`src/rtl/ravenna_spi_master.sv`:
```
// rtl/ravenna_spi_master.sv - byte-wide mode-0 SPI master with config/data registers and level IRQ
// A write to the data register shifts one byte MSB first; the RX byte and irq_pend land on the last SCK fall.
module ravenna_spi_master #(
  parameter logic [7:0] PRESC_RESET = 8'd2
) (
  input  logic        clk,
  input  logic        resetn,
  input  logic        reg_cfg_we,
  input  logic [10:0] reg_cfg_di,
  output logic [10:0] reg_cfg_do,
  input  logic        reg_dat_we,
  input  logic        reg_dat_re,
  input  logic [7:0]  reg_dat_di,
  output logic [7:0]  reg_dat_do,
  output logic        reg_dat_wait,
  output logic        irq_out,
  output logic        spi_csb,
  output logic        spi_sck,
  output logic        spi_sdo,
  input  logic        spi_sdi
);

  localparam logic [1:0] ST_IDLE  = 2'd0;
  localparam logic [1:0] ST_LOAD  = 2'd1;
  localparam logic [1:0] ST_SHIFT = 2'd2;
  localparam logic [1:0] ST_DONE  = 2'd3;

  logic [1:0] state_q, state_d;
  logic [7:0] presc_q, presc_d;
  logic       csb_hold_q, csb_hold_d;
  logic       irq_en_q, irq_en_d;
  logic       irq_pend_q, irq_pend_d;
  logic [7:0] presc_sh_q, presc_sh_d;
  logic [7:0] shift_q, shift_d;
  logic [7:0] half_q, half_d;
  logic [2:0] bit_q, bit_d;
  logic [7:0] rx_q, rx_d;
  logic       csb_q, csb_d;
  logic       sck_q, sck_d;
  logic       sdo_q, sdo_d;

  always_comb begin
    state_d    = state_q;
    presc_d    = presc_q;
    csb_hold_d = csb_hold_q;
    irq_en_d   = irq_en_q;
    irq_pend_d = irq_pend_q;
    presc_sh_d = presc_sh_q;
    shift_d    = shift_q;
    half_d     = half_q;
    bit_d      = bit_q;
    rx_d       = rx_q;
    csb_d      = csb_q;
    sck_d      = sck_q;
    sdo_d      = sdo_q;

    if (reg_cfg_we) begin
      presc_d    = reg_cfg_di[7:0];
      csb_hold_d = reg_cfg_di[8];
      irq_en_d   = reg_cfg_di[9];
      if (reg_cfg_di[10]) irq_pend_d = 1'b0;
    end

    case (state_q)
      ST_IDLE: begin
        if (!csb_hold_q) csb_d = 1'b1;
        if (reg_dat_we) begin
          shift_d    = reg_dat_di;
          presc_sh_d = presc_q;
          state_d    = ST_LOAD;
        end
      end
      ST_LOAD: begin
        csb_d   = 1'b0;
        sdo_d   = shift_q[7];
        sck_d   = 1'b0;
        half_d  = 8'd0;
        bit_d   = 3'd0;
        state_d = ST_SHIFT;
      end
      ST_SHIFT: begin
        if (half_q == presc_sh_q) begin
          half_d = 8'd0;
          sck_d  = ~sck_q;
          if (!sck_q) begin
            shift_d = {shift_q[6:0], spi_sdi};
          end else if (bit_q == 3'd7) begin
            // Set is applied after the W1C above so a same-cycle clear loses.
            rx_d       = shift_q;
            irq_pend_d = 1'b1;
            csb_d      = ~csb_hold_q;
            state_d    = ST_DONE;
          end else begin
            sdo_d = shift_q[7];
            bit_d = bit_q + 3'd1;
          end
        end else begin
          half_d = half_q + 8'd1;
        end
      end
      default: state_d = ST_IDLE;
    endcase
  end

  always_ff @(posedge clk or negedge resetn) begin
    if (!resetn) begin
      state_q    <= ST_IDLE;
      presc_q    <= PRESC_RESET;
      csb_hold_q <= 1'b0;
      irq_en_q   <= 1'b0;
      irq_pend_q <= 1'b0;
      presc_sh_q <= 8'd0;
      shift_q    <= 8'd0;
      half_q     <= 8'd0;
      bit_q      <= 3'd0;
      rx_q       <= 8'd0;
      csb_q      <= 1'b1;
      sck_q      <= 1'b0;
      sdo_q      <= 1'b0;
    end else begin
      state_q    <= state_d;
      presc_q    <= presc_d;
      csb_hold_q <= csb_hold_d;
      irq_en_q   <= irq_en_d;
      irq_pend_q <= irq_pend_d;
      presc_sh_q <= presc_sh_d;
      shift_q    <= shift_d;
      half_q     <= half_d;
      bit_q      <= bit_d;
      rx_q       <= rx_d;
      csb_q      <= csb_d;
      sck_q      <= sck_d;
      sdo_q      <= sdo_d;
    end
  end

  assign reg_cfg_do   = {irq_pend_q, irq_en_q, csb_hold_q, presc_q};
  assign reg_dat_do   = rx_q;
  assign reg_dat_wait = (reg_dat_we | reg_dat_re) & (state_q != ST_IDLE);
  assign irq_out      = irq_pend_q & irq_en_q;
  assign spi_csb      = csb_q;
  assign spi_sck      = sck_q;
  assign spi_sdo      = sdo_q;

endmodule

```
`config.mk`:
```
export PLATFORM = sky130hd
export DESIGN_NAME = ravenna_spi_master
export DESIGN_NICKNAME = d
export VERILOG_FILES = /design/src/rtl/ravenna_spi_master.sv
export SDC_FILE = /design/constraint.sdc
export NUM_CORES = 1
export LEC_CHECK = 0
export ABC_AREA = 1
export CORE_ASPECT_RATIO = 0.8
export CORE_UTILIZATION = 52
export DETAILED_ROUTE_END_ITERATION = 7
export PLACE_DENSITY = 0.92
export REMOVE_ABC_BUFFERS = 1
export SLEW_MARGIN = 20
export SYNTH_ARGS = -nofsm -noshare
export SYNTH_HDL_FRONTEND = slang
export SYNTH_SLANG_ARGS = --single-unit
export TNS_END_PERCENT = 20
```
`constraint.sdc`:
```
create_clock -name clk -period 2.14 [get_ports clk]
set_input_delay 0.428 -clock clk [delete_from_list [all_inputs] [get_ports clk]]
set_output_delay 0.428 -clock clk [all_outputs]
set_load 0.005 [all_outputs]
```
==> summary.txt, run 1 <==
Critical path
  • Worst path required time: 1.71 ns
  • CP Class: register to output pin
  • Critical path capture point type: output pin
  • Worst Path Buf+Inv: 2
  • CP arrival: 1.64 ns
  • Crit path cell chain: inv_1, ha_1, nor2_1, clkdlybuf4s50_1
  • Startpoint Class: register
  • Crit-path max FO: 5
  • CP max-delay cell: clkdlybuf4s50_1
  • Max stage delay on crit path: 0.50 ns
  • Delay-heaviest family, CP: buffers and inverters

Power and ir drop
  • Power, Total: 3.631 mW
  • PD cells: 1131 mW/mm2
  • Leak pwr: 1.594 nW
  • VDD IR max: 615.7 uV

Drt
  • Routed Antenna Nets: 0
  • Final WL: 5400 um
  • Final routed wire length divided by cell count: 13.47 um
  • Drt initial violations: 158
  • Via density: 5.150
  • DR vias: 2065
  • Drt drc: 0
  • Drt pass-1 iters: 4

Global route
  • Total GRT Usage: 0.2303
  • Largest net degree at the start of global routing: 52
  • Global-route wire length before repair: 9087 um
  • Initial antenna violation count: 0
  • Number of global-route vias before repair: 2025
  • GRT overflow: 0

STA
  • Min Tclk post-route: 2.069 ns
  • Fin. Hold Viols: 0
  • Max Fclk: 483.3 MHz
  • Setup TNS Final: 0 ns
  • Clk_skew: 0.01274 ns
  • Final setup vio count: 0
  • Slew HR: 0.6701
  • Tcrit/Tclk final: 0.9669
  • Worst-margin pin slew: 0.4936 ns
  • Slew Viols, Final: 0

Die
  • Initial Util: 0.5506
  • I/O pin total: 49
  • Die area: 0.005212 mm2
  • Number of core rows: 22
  • Die H: 64.77 um
  • Die W: 80.47 um
  • Core footprint: 0.004652 mm2

Yosys
  • Post-synthesis register bit count: 51
  • Syn avg cell area: 8.832 um2
  • Mapped cell area: 0.002561 mm2
  • Mux share of post-synthesis cell area: 0.04006
  • Post-synthesis simple-gate area fraction: 0.2369
  • Yosys warnings: 0
  • Post-Syn Instances: 290
  • Post-synthesis sequential area ratio: 0.4993
  • Compound-Gate Fraction of Synth Area: 0.08403
  • Largest family of logic cells by synthesized area: simple AND/OR/NAND/NOR gates
  • Number of flops mapped to enable cells by yosys: 0
  • Async set-or-reset flop fraction in the synthesized netlist: 1.000
  • Xor and xnor area share after synthesis: 0.02736
  • Yosys cell types: 30
  • Synth Area in Adders: 0.03908
  • Most common flop cell mapped by yosys: dfrtp_1

CTS
  • CTS tree: yes
  • Clock latency at the later pin of the worst-skew pair: 0.31 ns
  • CTS clock-pin slew for the worst setup and hold paths: 0.10 ns
  • CTS Root Cell: clkbuf_8
  • Clock Path Buffers: 2
  • CTS Buf Count: 5
  • # clock sinks: 51
  • Number of H-tree levels: 2

Final layout
  • Area growth from synthesis to layout: 25.35%
  • Antenna fix cells: 0
  • # fillers: 335
  • Proportion of layout cells with a drive suffix above 1: 0.1202
  • Nets: 373

Place
  • Count of input and output buffers: 48
  • Final GP Congestion: 0.8013
  • Detailed-placement wirelength estimate: 3854 um

Worst hold path
  • Type of the most critical hold path: input port to async pin

Job
  • Maxcap violations: 0

Status
  • Outcome: finished, final reports clean
[metal layers]
layer | global-route usage | share of wire | vias to the layer above
met2 | 0.3708 | 0.49 | 64
li1 | - | - | 1023
met1 | 0.3038 | 0.45 | 969
met4 | 0.08036 | 0.012 | 0
met3 | 0.05634 | 0.051 | 9
met5 | 0 | 0 | -
[report_power, final]
group / leakage (nW) / internal, mW / switching, mW
Sequential: 0.657 / 1.21 / 0.196
Clock: 0.0505 / 0.294 / 0.315
Combinational: 0.886 / 0.657 / 0.955
[layout by cell type (no fill, tap or decap)]
| master | n |
|---|---|
| nand2_8 | 1 |
| ha_1 | 8 |
| buf_2 | 1 |
| a211oi_1 | 1 |
| nor3b_4 | 1 |
| o21ai_2 | 8 |
| xor2_1 | 4 |
| mux2_2 | 2 |
| nand3_1 | 4 |
| xnor2_1 | 4 |
| buf_4 | 6 |
| dfrtp_1 | 48 |
| nand4_1 | 9 |
| mux2i_1 | 8 |
| nand3_2 | 1 |
| nand2_2 | 2 |
| a21oi_1 | 6 |
| nor2_2 | 2 |
| clkinvlp_4 | 1 |
| clkdlybuf4s50_1 | 47 |
| buf_12 | 1 |
| nor2_1 | 10 |
| o22ai_1 | 2 |
| nor3_1 | 1 |
| nand2_1 | 100 |
| inv_2 | 2 |
| o21ai_0 | 19 |
| inv_1 | 29 |
| nor3_4 | 1 |
| dfstp_2 | 2 |
| dfrtp_2 | 1 |
| nand2_4 | 2 |
| clkbuf_8 | 7 |
[synthesized netlist by cell type (6+ instances only)]
cell / n / area (um2)
nand2_1: 100 / 375.4
mux2i_1: 8 / 80.08
a21oi_1: 6 / 30.03
nand4_1: 9 / 56.30
o21ai_2: 8 / 70.07
nor2_1: 10 / 37.54
ha_1: 8 / 100.1
inv_1: 29 / 108.9
o21ai_0: 19 / 95.09
dfrtp_1: 49 / 1226
[what timing repair did]
action	in CTS	in global routing
cloned	0	0
setup endpoints to repair	1	1
buffers inserted	1	1
gates resized for setup	0	1
hold buffers	0	0
pin swaps	0	0
[state kept, by name, summed over array words and instances, names as in the netlist]
register,cells
bit_q,3
shift_q,8
reg_dat_do,8
spi_sck,1
half_q,8
spi_csb,1
presc_sh_q,8
csb_hold_q,1
irq_en_q,1
irq_pend_q,1
presc_q,8
state_q,2
spi_sdo,1
[per-stage QoR]
stage / setup slack [ns] / hold WS, ns / cells / cell area, um2 / util
final: 0.07088 / 0.09295 / 401 / 3211 / 0.6902
after global routing: -0.009671 / 0.1129 / 401 / 3211 / 0.6902
after CTS: 0.002245 / 0.1018 / 400 / 3202 / 0.6883
after detailed placement: 0.1331 / 0.4359 / 391 / 3090 / 0.6643
after global placement: 0.1304 / 0.4363 / 391 / 3090 / 0.6643
after floorplan: 0.1465 / 0.1324 / 278 / 2490 / -
[cell families after synthesis]
| group | after synthesis |
|---|---|
| buffers and inverters | 43 |
| and+or+nand+nor | 134 |
| AOI/OAI and AO/OA | 36 |
| adders and majority gates | 8 |
| muxes | 10 |
| DFF | 51 |
| xor gates and xnor gates | 8 |
[final cells by class]
type | instances | area, um2 | share of cell area
inverters | 31 | 116.4 | 0.03624
clock buffers | 7 | 96.34 | 0.03001
well taps | 60 | 75.07 | 0.02338
repair buffers | 55 | 540.5 | 0.1684
flip-flops and latches | 51 | 1280 | 0.3987
multi-input cells | 196 | 1095 | 0.3410
clock inverters | 1 | 7.507 | 0.002338
[final timing paths]
path / from / end / slack, ns / depth (start not counted)
setup / recovery: state_q[1] / reg_dat_wait / 0.07 / 4
hold / removal: resetn / reg_dat_do[7] / 0.09 / 2
setup reg to reg: state_q[0] / bit_q[2] / 0.37 / 8
hold reg to reg: spi_csb / spi_csb / 0.46 / 2
max in group asynchronous: resetn / presc_q[1] / 1.77 / 2
min in group clk: spi_csb / spi_csb / 0.46 / 2
Power figures use the tool's default switching activity.
==> inputs of run 2 (changes only) <==
--- a/config.mk
+++ b/config.mk
@@ -6,6 +6,7 @@
 export NUM_CORES = 1
 export LEC_CHECK = 0
 export ABC_AREA = 1
+export ABC_CLOCK_PERIOD_IN_PS = 2140
 export CORE_ASPECT_RATIO = 0.8
 export CORE_UTILIZATION = 52
 export DETAILED_ROUTE_END_ITERATION = 7
==> results of run 2 <==
Same layout as run 1: the final DEF is identical, and so are final timing and power.
